==> src/rtl/rot_shift_sequencer.sv <==
// rot_shift_sequencer: sequenced bit-rotate engine.
// A request (word + amount) is accepted over a valid/ready handshake and
// rotated one bit per clock in a rotation register. The result is then
// presented on a valid/ready output handshake. This avoids a barrel shifter.
//
// Optional feature macro: ROT_DIR_EN
//   defined   : in_dir is latched at accept (0 = right, 1 = left)
//   undefined : in_dir is ignored and every rotation is a right rotation
module rot_shift_sequencer #(
    parameter int WIDTH = 8,
    parameter int AMT_W = 3
) (
    input  logic             clk,
    input  logic             rst_n,
    input  logic             in_valid,
    output logic             in_ready,
    input  logic [WIDTH-1:0] in_data,
    input  logic [AMT_W-1:0] in_amt,
    input  logic             in_dir,
    input  logic             flush,
    output logic             out_valid,
    input  logic             out_ready,
    output logic [WIDTH-1:0] out_data,
    output logic             busy
);

    typedef enum logic [1:0] {
        S_IDLE  = 2'd0,
        S_SHIFT = 2'd1,
        S_DONE  = 2'd2
    } state_t;

    state_t           r_state;
    state_t           w_next;
    logic [WIDTH-1:0] r_rot;
    logic [AMT_W-1:0] r_cnt;
    logic [AMT_W-1:0] w_amt;
    logic             w_accept;
    logic             w_rotate;
    logic [WIDTH-1:0] w_rot_step;

    // Amounts >= WIDTH can only occur for non-power-of-two widths; fold them.
    assign w_amt    = AMT_W'(32'(in_amt) % WIDTH);

    // Flush beats both the accept and the output handshake.
    assign w_accept = (r_state == S_IDLE) && in_valid && !flush;
    assign w_rotate = (r_state == S_SHIFT) && !flush;

`ifdef ROT_DIR_EN
    logic r_dir;

    // Direction is captured with the request and held for the whole operation.
    always_ff @(posedge clk or negedge rst_n) begin
        if (!rst_n) begin
            r_dir <= 1'b0;
        end else if (w_accept) begin
            r_dir <= in_dir;
        end
    end

    // Single-bit rotation in the latched direction.
    always_comb begin
        w_rot_step = {r_rot[0], r_rot[WIDTH-1:1]};
        if (r_dir) begin
            w_rot_step = {r_rot[WIDTH-2:0], r_rot[WIDTH-1]};
        end
    end
`else
    // Port kept for interface stability; nothing consumes it in this build.
    logic w_unused_dir;
    assign w_unused_dir = in_dir;

    // Single-bit right rotation only.
    always_comb begin
        w_rot_step = {r_rot[0], r_rot[WIDTH-1:1]};
    end
`endif

    // State register.
    always_ff @(posedge clk or negedge rst_n) begin
        if (!rst_n) begin
            r_state <= S_IDLE;
        end else begin
            r_state <= w_next;
        end
    end

    // Next-state logic; a zero amount skips SHIFT so count never underflows.
    always_comb begin
        w_next = r_state;
        if (flush) begin
            w_next = S_IDLE;
        end else begin
            case (r_state)
                S_IDLE: begin
                    if (in_valid) begin
                        w_next = (w_amt == '0) ? S_DONE : S_SHIFT;
                    end
                end
                S_SHIFT: begin
                    if (r_cnt == AMT_W'(1)) begin
                        w_next = S_DONE;
                    end
                end
                S_DONE: begin
                    if (out_ready) begin
                        w_next = S_IDLE;
                    end
                end
                default: w_next = S_IDLE;
            endcase
        end
    end

    // Moore outputs; out_data always mirrors the register, qualified by out_valid.
    always_comb begin
        in_ready  = (r_state == S_IDLE);
        out_valid = (r_state == S_DONE);
        busy      = (r_state == S_SHIFT) || (r_state == S_DONE);
        out_data  = r_rot;
    end

    // Datapath: load on accept, rotate and count down while shifting.
    // A flush leaves the register and count untouched.
    always_ff @(posedge clk or negedge rst_n) begin
        if (!rst_n) begin
            r_rot <= '0;
            r_cnt <= '0;
        end else if (w_accept) begin
            r_rot <= in_data;
            r_cnt <= w_amt;
        end else if (w_rotate) begin
            r_rot <= w_rot_step;
            if (r_cnt != '0) begin
                r_cnt <= r_cnt - AMT_W'(1);
            end
        end
    end

endmodule
==> config.mk <==
export PLATFORM = sky130hd
export DESIGN_NAME = rot_shift_sequencer
export DESIGN_NICKNAME = d
export VERILOG_FILES = /design/src/rtl/rot_shift_sequencer.sv
export SDC_FILE = /design/constraint.sdc
export NUM_CORES = 1
export LEC_CHECK = 0
export CORE_MARGIN = 3
export CORE_UTILIZATION = 46
export CTS_CLUSTER_SIZE = 30
export DETAILED_ROUTE_END_ITERATION = 7
export PLACE_DENSITY = 0.82
export SLEW_MARGIN = 20
export SYNTH_ARGS = -nofsm -noshare
export SYNTH_HDL_FRONTEND = slang
export SYNTH_SLANG_ARGS = --single-unit
==> constraint.sdc <==
create_clock -name clk -period 2.85 [get_ports clk]
set_input_delay 0.855 -clock clk [delete_from_list [all_inputs] [get_ports clk]]
set_output_delay 0.855 -clock clk [all_outputs]
set_load 0.01 [all_outputs]
# --- Yosys cells after proc, flatten, opt, wreduce, memory -nomap -nowiden ---
# Index checks and enable logic that the tools add are counted.
word_totals:
  wordCells: 33
  register_bits: 13
  out_inout_bits: 11
  in_bits: 17
op_classes:
  n_addsub: 1
  n_reduce_logical: 12
  eq_ne: 6
  muxes: 11
op_table:
  columns: ["cell", "count"]
  rows:
  - ["two-way mux 8 bit", 2]
  - ["two-way mux 2 bit", 5]
  - ["two-way mux 3 bit", 3]
  - ["!= test 3 x 2 -> 1 bit (second input constant)", 2]
  - ["case mux 2 bit (3 select lines)", 1]
  - ["nonzero test 2 bit", 2]
  - ["== test 3 x 1 -> 1 bit (second input constant)", 1]
  - ["logical AND 1 bit", 3]
  - ["zero test 3 bit", 1]
  - ["!= test 3 bit (second input constant)", 1]
  - ["AND reduction 3 bit", 1]
  - ["nonzero test 3 bit", 1]
  - ["subtractor 3 x 1 -> 3 bit (second input constant)", 1]
  - ["== test 2 x 1 -> 1 bit (second input constant)", 1]
  - ["== test 2 bit (second input constant)", 1]
  - ["zero test 2 bit", 1]
  - ["AND reduction 2 bit", 1]
  - ["zero test 1 bit", 1]
  - ["logical OR 1 bit", 1]

# --- Depth between registers and ports, before layout ---
logic_depth:
  depth_word: 5
  mapped_depth: 7

# --- Worst setup path after synthesis ---
# OpenSTA, ideal clock, no wires.
synth_path:
  kind: "input to register"
  start: "input port flush"
  end: "register r_cnt[1]"
  path_buffers: 1
  cell_stages: 5
  setup_ns: 0.125
  arrival_time_ns: 1.525
  slack_ns: 1.200
  cell_sequence: "nor2b_1 > buf_6 > o21ai_2 > mux2i_1 > mux2_2"
synth_via:
  elab_chain_len: 4
  elab_cells_between_ends: 7
  cone_classes: "mux: 1; reduce/logical: 6"
synth_rtl:
  columns: ["element", "line_no", "source"]
  rows:
  - ["from (decl)", "20", "input logic flush,"]
  - ["zero test 1 bit *", "46, 47", null]
  - ["logical AND 1 bit (on tied branches)", "46, 47", null]
  - ["nonzero test 2 bit (no source line)", null, null]
  - ["AND reduction 2 bit (no source line)", null, null]
  - ["to (signal assigned)", "131", "r_cnt <= w_amt;"]
  - ["to (signal assigned)", "135", "r_cnt <= r_cnt - AMT_W'(1);"]
  - ["to (decl)", "36", "logic [AMT_W-1:0] r_cnt;"]
# Mark *: on every way between the ends. The rest lies on a longest branch, timed or not.
# A chain may end at the register's enable or synchronous reset.

# --- Worst setup path in the final report ---
layout_path:
  start: "register r_state[0]"
  end: "output port in_ready"
layout_via:
  elab_chain_len: 1
layout_rtl:
  columns: ["element", "line_no", "source"]
  rows:
  - ["from (decl)", "33", "state_t r_state;"]
  - ["from (signal assigned)", "84", "r_state <= w_next;"]
  - ["zero test 2 bit", "117", "in_ready = (r_state == S_IDLE);"]
  - ["to (decl)", "16", "output logic in_ready,"]
# No other way between the ends.

==> impl_metrics.csv <==
group,metric,value,unit
outcome,status,"completed",
hold_path,min_path_type,"register to register",
route,drt-initial-drc-count,3,
logic_synthesis,synth_fa_ha_area_share,9.72,%
setup_path,startpoint_type,"register",
floorplan,fp.dieH,47.0,um
cells_and_area,antenna_cells,0,
setup_path,end_kind,"primary output",
setup_path,r2r_slack,1.20,ns
power,ir_worst_vdd,543,uV
floorplan,coreArea,1540,um2
cells_and_area,fin_nets,131,
logic_synthesis,syn_nets,102,
logic_synthesis,synth-seq-area-share,42.1,%
timing,tightest_slew,0.591,ns
logic_synthesis,synthMuxAreaShare,14.4,%
route,vias,636,
clocking,cts_buffers,3,
logic_synthesis,synth_seq_cells,13,
logic_synthesis,synth-simple-area-share,13.8,%
clocking,clockBufferDepth,2,
timing,fin_crit_sh,84.2,%
clocking,clkLatencyLatePin,0.27,ns
clocking,cts_resized,0,
timing,drv_slew,0,
logic_synthesis,synthXorXnorAreaFrac,1.13,%
placed_design,dp_cells,119,
cells_and_area,mostFrequentLayoutCells,"clkdlybuf4s50_1, dfrtp_1, nand2_1",
timing,period_minus_slack,2.40,ns
grt,gr-total-overflow,0,
cells_and_area,area.growth.synth_to_final,38.9,%
clocking,cts.clk_slew.worst_paths,0.08,ns
timing,rsz0062_at_grt,"no",
logic_synthesis,syn_avg_cell_area,9.77,um2
grt,grt.total_usage,17.9,%
grt,antenna_found_initial,0,
logic_synthesis,syn_inst,79,
clocking,cts_hold_buf,0,
cells_and_area,fin_cells,123,
route,drc,0,
power,leakage,0.498,nW
route,routed_wl,1.62,mm
clocking,cts_num_sinks,13,
logic_synthesis,synth_top_family_by_area,"multiplexers",
logic_synthesis,synth_cell_types,22,
logic_synthesis,synth_compound_area_share,12.0,%
clocking,cts_tree,"done",
route,via_per_inst,5.17,
setup_path,worst-path-max-fanout,4,
timing,finalSetupViolCount,0,
timing,finClkSkew,0.00490,ns
floorplan,io_pins,28,
cells_and_area,drive_gt1_share,8.41,%
power,power.density,854,nW/um2
cells_and_area,layout_commonest_cell,"clkdlybuf4s50_1",
placed_design,finalWeightedCongestion,0.756,
placed_design,portBuffers,26,
grt,grt_max_degree,18,
grt,grt_pass1_vias,646,
setup_path,worstPathRequired,2.00,ns
setup_path,crit_type,"register to primary output",
floorplan,die_w,47.0,um
timing,clock.fmax,417,MHz
grt,grt_pass1_wl,2.71,mm
logic_synthesis,ys_warn_count,0,
run,max_cap_violations,0,
placed_design,place.detailed.hpwl,1.31,mm
route,ant_nets,0,
floorplan,dieArea,2210,um2
timing,hold_violations,0,
timing,fin_tns_setup,0,ns
clocking,post_cts_buffers,0,
clocking,htreeDepth,1,
route,wire_per_inst,13.2,um
clocking,clockRootBuffer,"clkbuf_4",
logic_synthesis,synth_area,772,um2
setup_path,cp_data_arrival_time,1.54,ns
route,first_pass_iters,2,
floorplan,start_util,50.1,%
timing,relSlewSlack,60.5,%
floorplan,row_count,14,
## cell type report
class / count / area (um2)
Clock buffer: 4 / 26.3
Fill cell: 131 / 469
Inverter: 7 / 26.3
Multi-Input combinational cell: 55 / 399
Sequential cell: 13 / 325
Tap cell: 16 / 20.0
Timing Repair Buffer: 28 / 275
## cells in the mapped netlist
| master | instances | area [um2] |
|---|---|---|
| mux2i_1 | 10 | 100 |
| xnor2_1 | 1 | 8.76 |
| buf_6 | 1 | 11.3 |
| or3b_1 | 1 | 8.76 |
| nand2b_1 | 2 | 12.5 |
| nand2b_4 | 1 | 13.8 |
| buf_2 | 1 | 5.00 |
| a221oi_1 | 1 | 8.76 |
| nand2_1 | 11 | 41.3 |
| nor2_1 | 2 | 7.51 |
| dfrtp_1 | 13 | 325 |
| a211oi_1 | 1 | 7.51 |
| mux2_2 | 1 | 11.3 |
| o31ai_1 | 1 | 7.51 |
| clkbuf_2 | 2 | 10.0 |
| nor2b_1 | 2 | 12.5 |
| o21ai_2 | 1 | 8.76 |
| inv_1 | 7 | 26.3 |
| nor3_1 | 2 | 10.0 |
| o21ai_0 | 10 | 50.1 |
| a21oi_1 | 2 | 10.0 |
| ha_1 | 6 | 75.1 |
## sequential cells by signal (all words and copies together) (netlist names)
signal,flops
r_state,2
r_cnt,3
out_data,8
## logic make-up after synthesis
family / count (synthesis)
flip-flops: 13
multiplexers: 11
AO/OA/AOI/OAI: 16
adder cells (fa/ha/maj): 6
AND/OR/NAND/NOR: 21
XOR/XNOR: 1
buffers and inverters: 11
## critical path, stage by stage (launching register included)
cell and delay, ns:
dfrtp_1 0.40, inv_1 0.09, ha_1 0.22, clkdlybuf4s50_1 0.56
## metrics by stage
stage | cell area, um2 | setup slack (ns) | total power [mW] | utilization, % | hold WS (ns)
after floorplan | 772 | 1.20 | 0.580 | - | 0.531
after global placement | 1050 | 0.613 | 0.783 | 67.9 | 0.558
after detailed placement | 1050 | 0.590 | 0.810 | 67.9 | 0.564
after CTS | 1070 | 0.432 | 0.929 | 69.6 | 0.575
after global routing | 1070 | 0.377 | 0.996 | 69.6 | 0.616
final | 1070 | 0.450 | 0.916 | 69.6 | 0.567
## layer usage
layer | track usage [%] | vias to the layer above | part of all wire [%]
met2 | 32.0 | 15 | 52
met5 | 0 | - | 0
met1 | 20.2 | 299 | 42
met3 | 4.60 | 2 | 4.5
li1 | - | 320 | -
met4 | 6.63 | 0 | 1.2
## worst paths after layout
path	cells after the start	to	from
max in group asynchronous	1	r_state[0]	rst_n
hold reg to reg	2	r_state[0]	r_state[0]
hold / removal	2	r_state[0]	r_state[0]
setup / recovery	3	in_ready	r_state[0]
min in group asynchronous	1	out_data[1]	rst_n
setup reg to reg	6	r_cnt[1]	r_state[1]
## power by group
| part | total [mW] | switching [mW] | internal, mW | leakage [nW] |
|---|---|---|---|---|
| Sequential | 0.335 | 0.0665 | 0.269 | 0.162 |
| Combinational | 0.465 | 0.204 | 0.260 | 0.321 |
| Clock | 0.116 | 0.0616 | 0.0542 | 0.0150 |
| Total | 0.916 | 0.332 | 0.583 | 0.498 |
(Power assumes the default switching activity.)
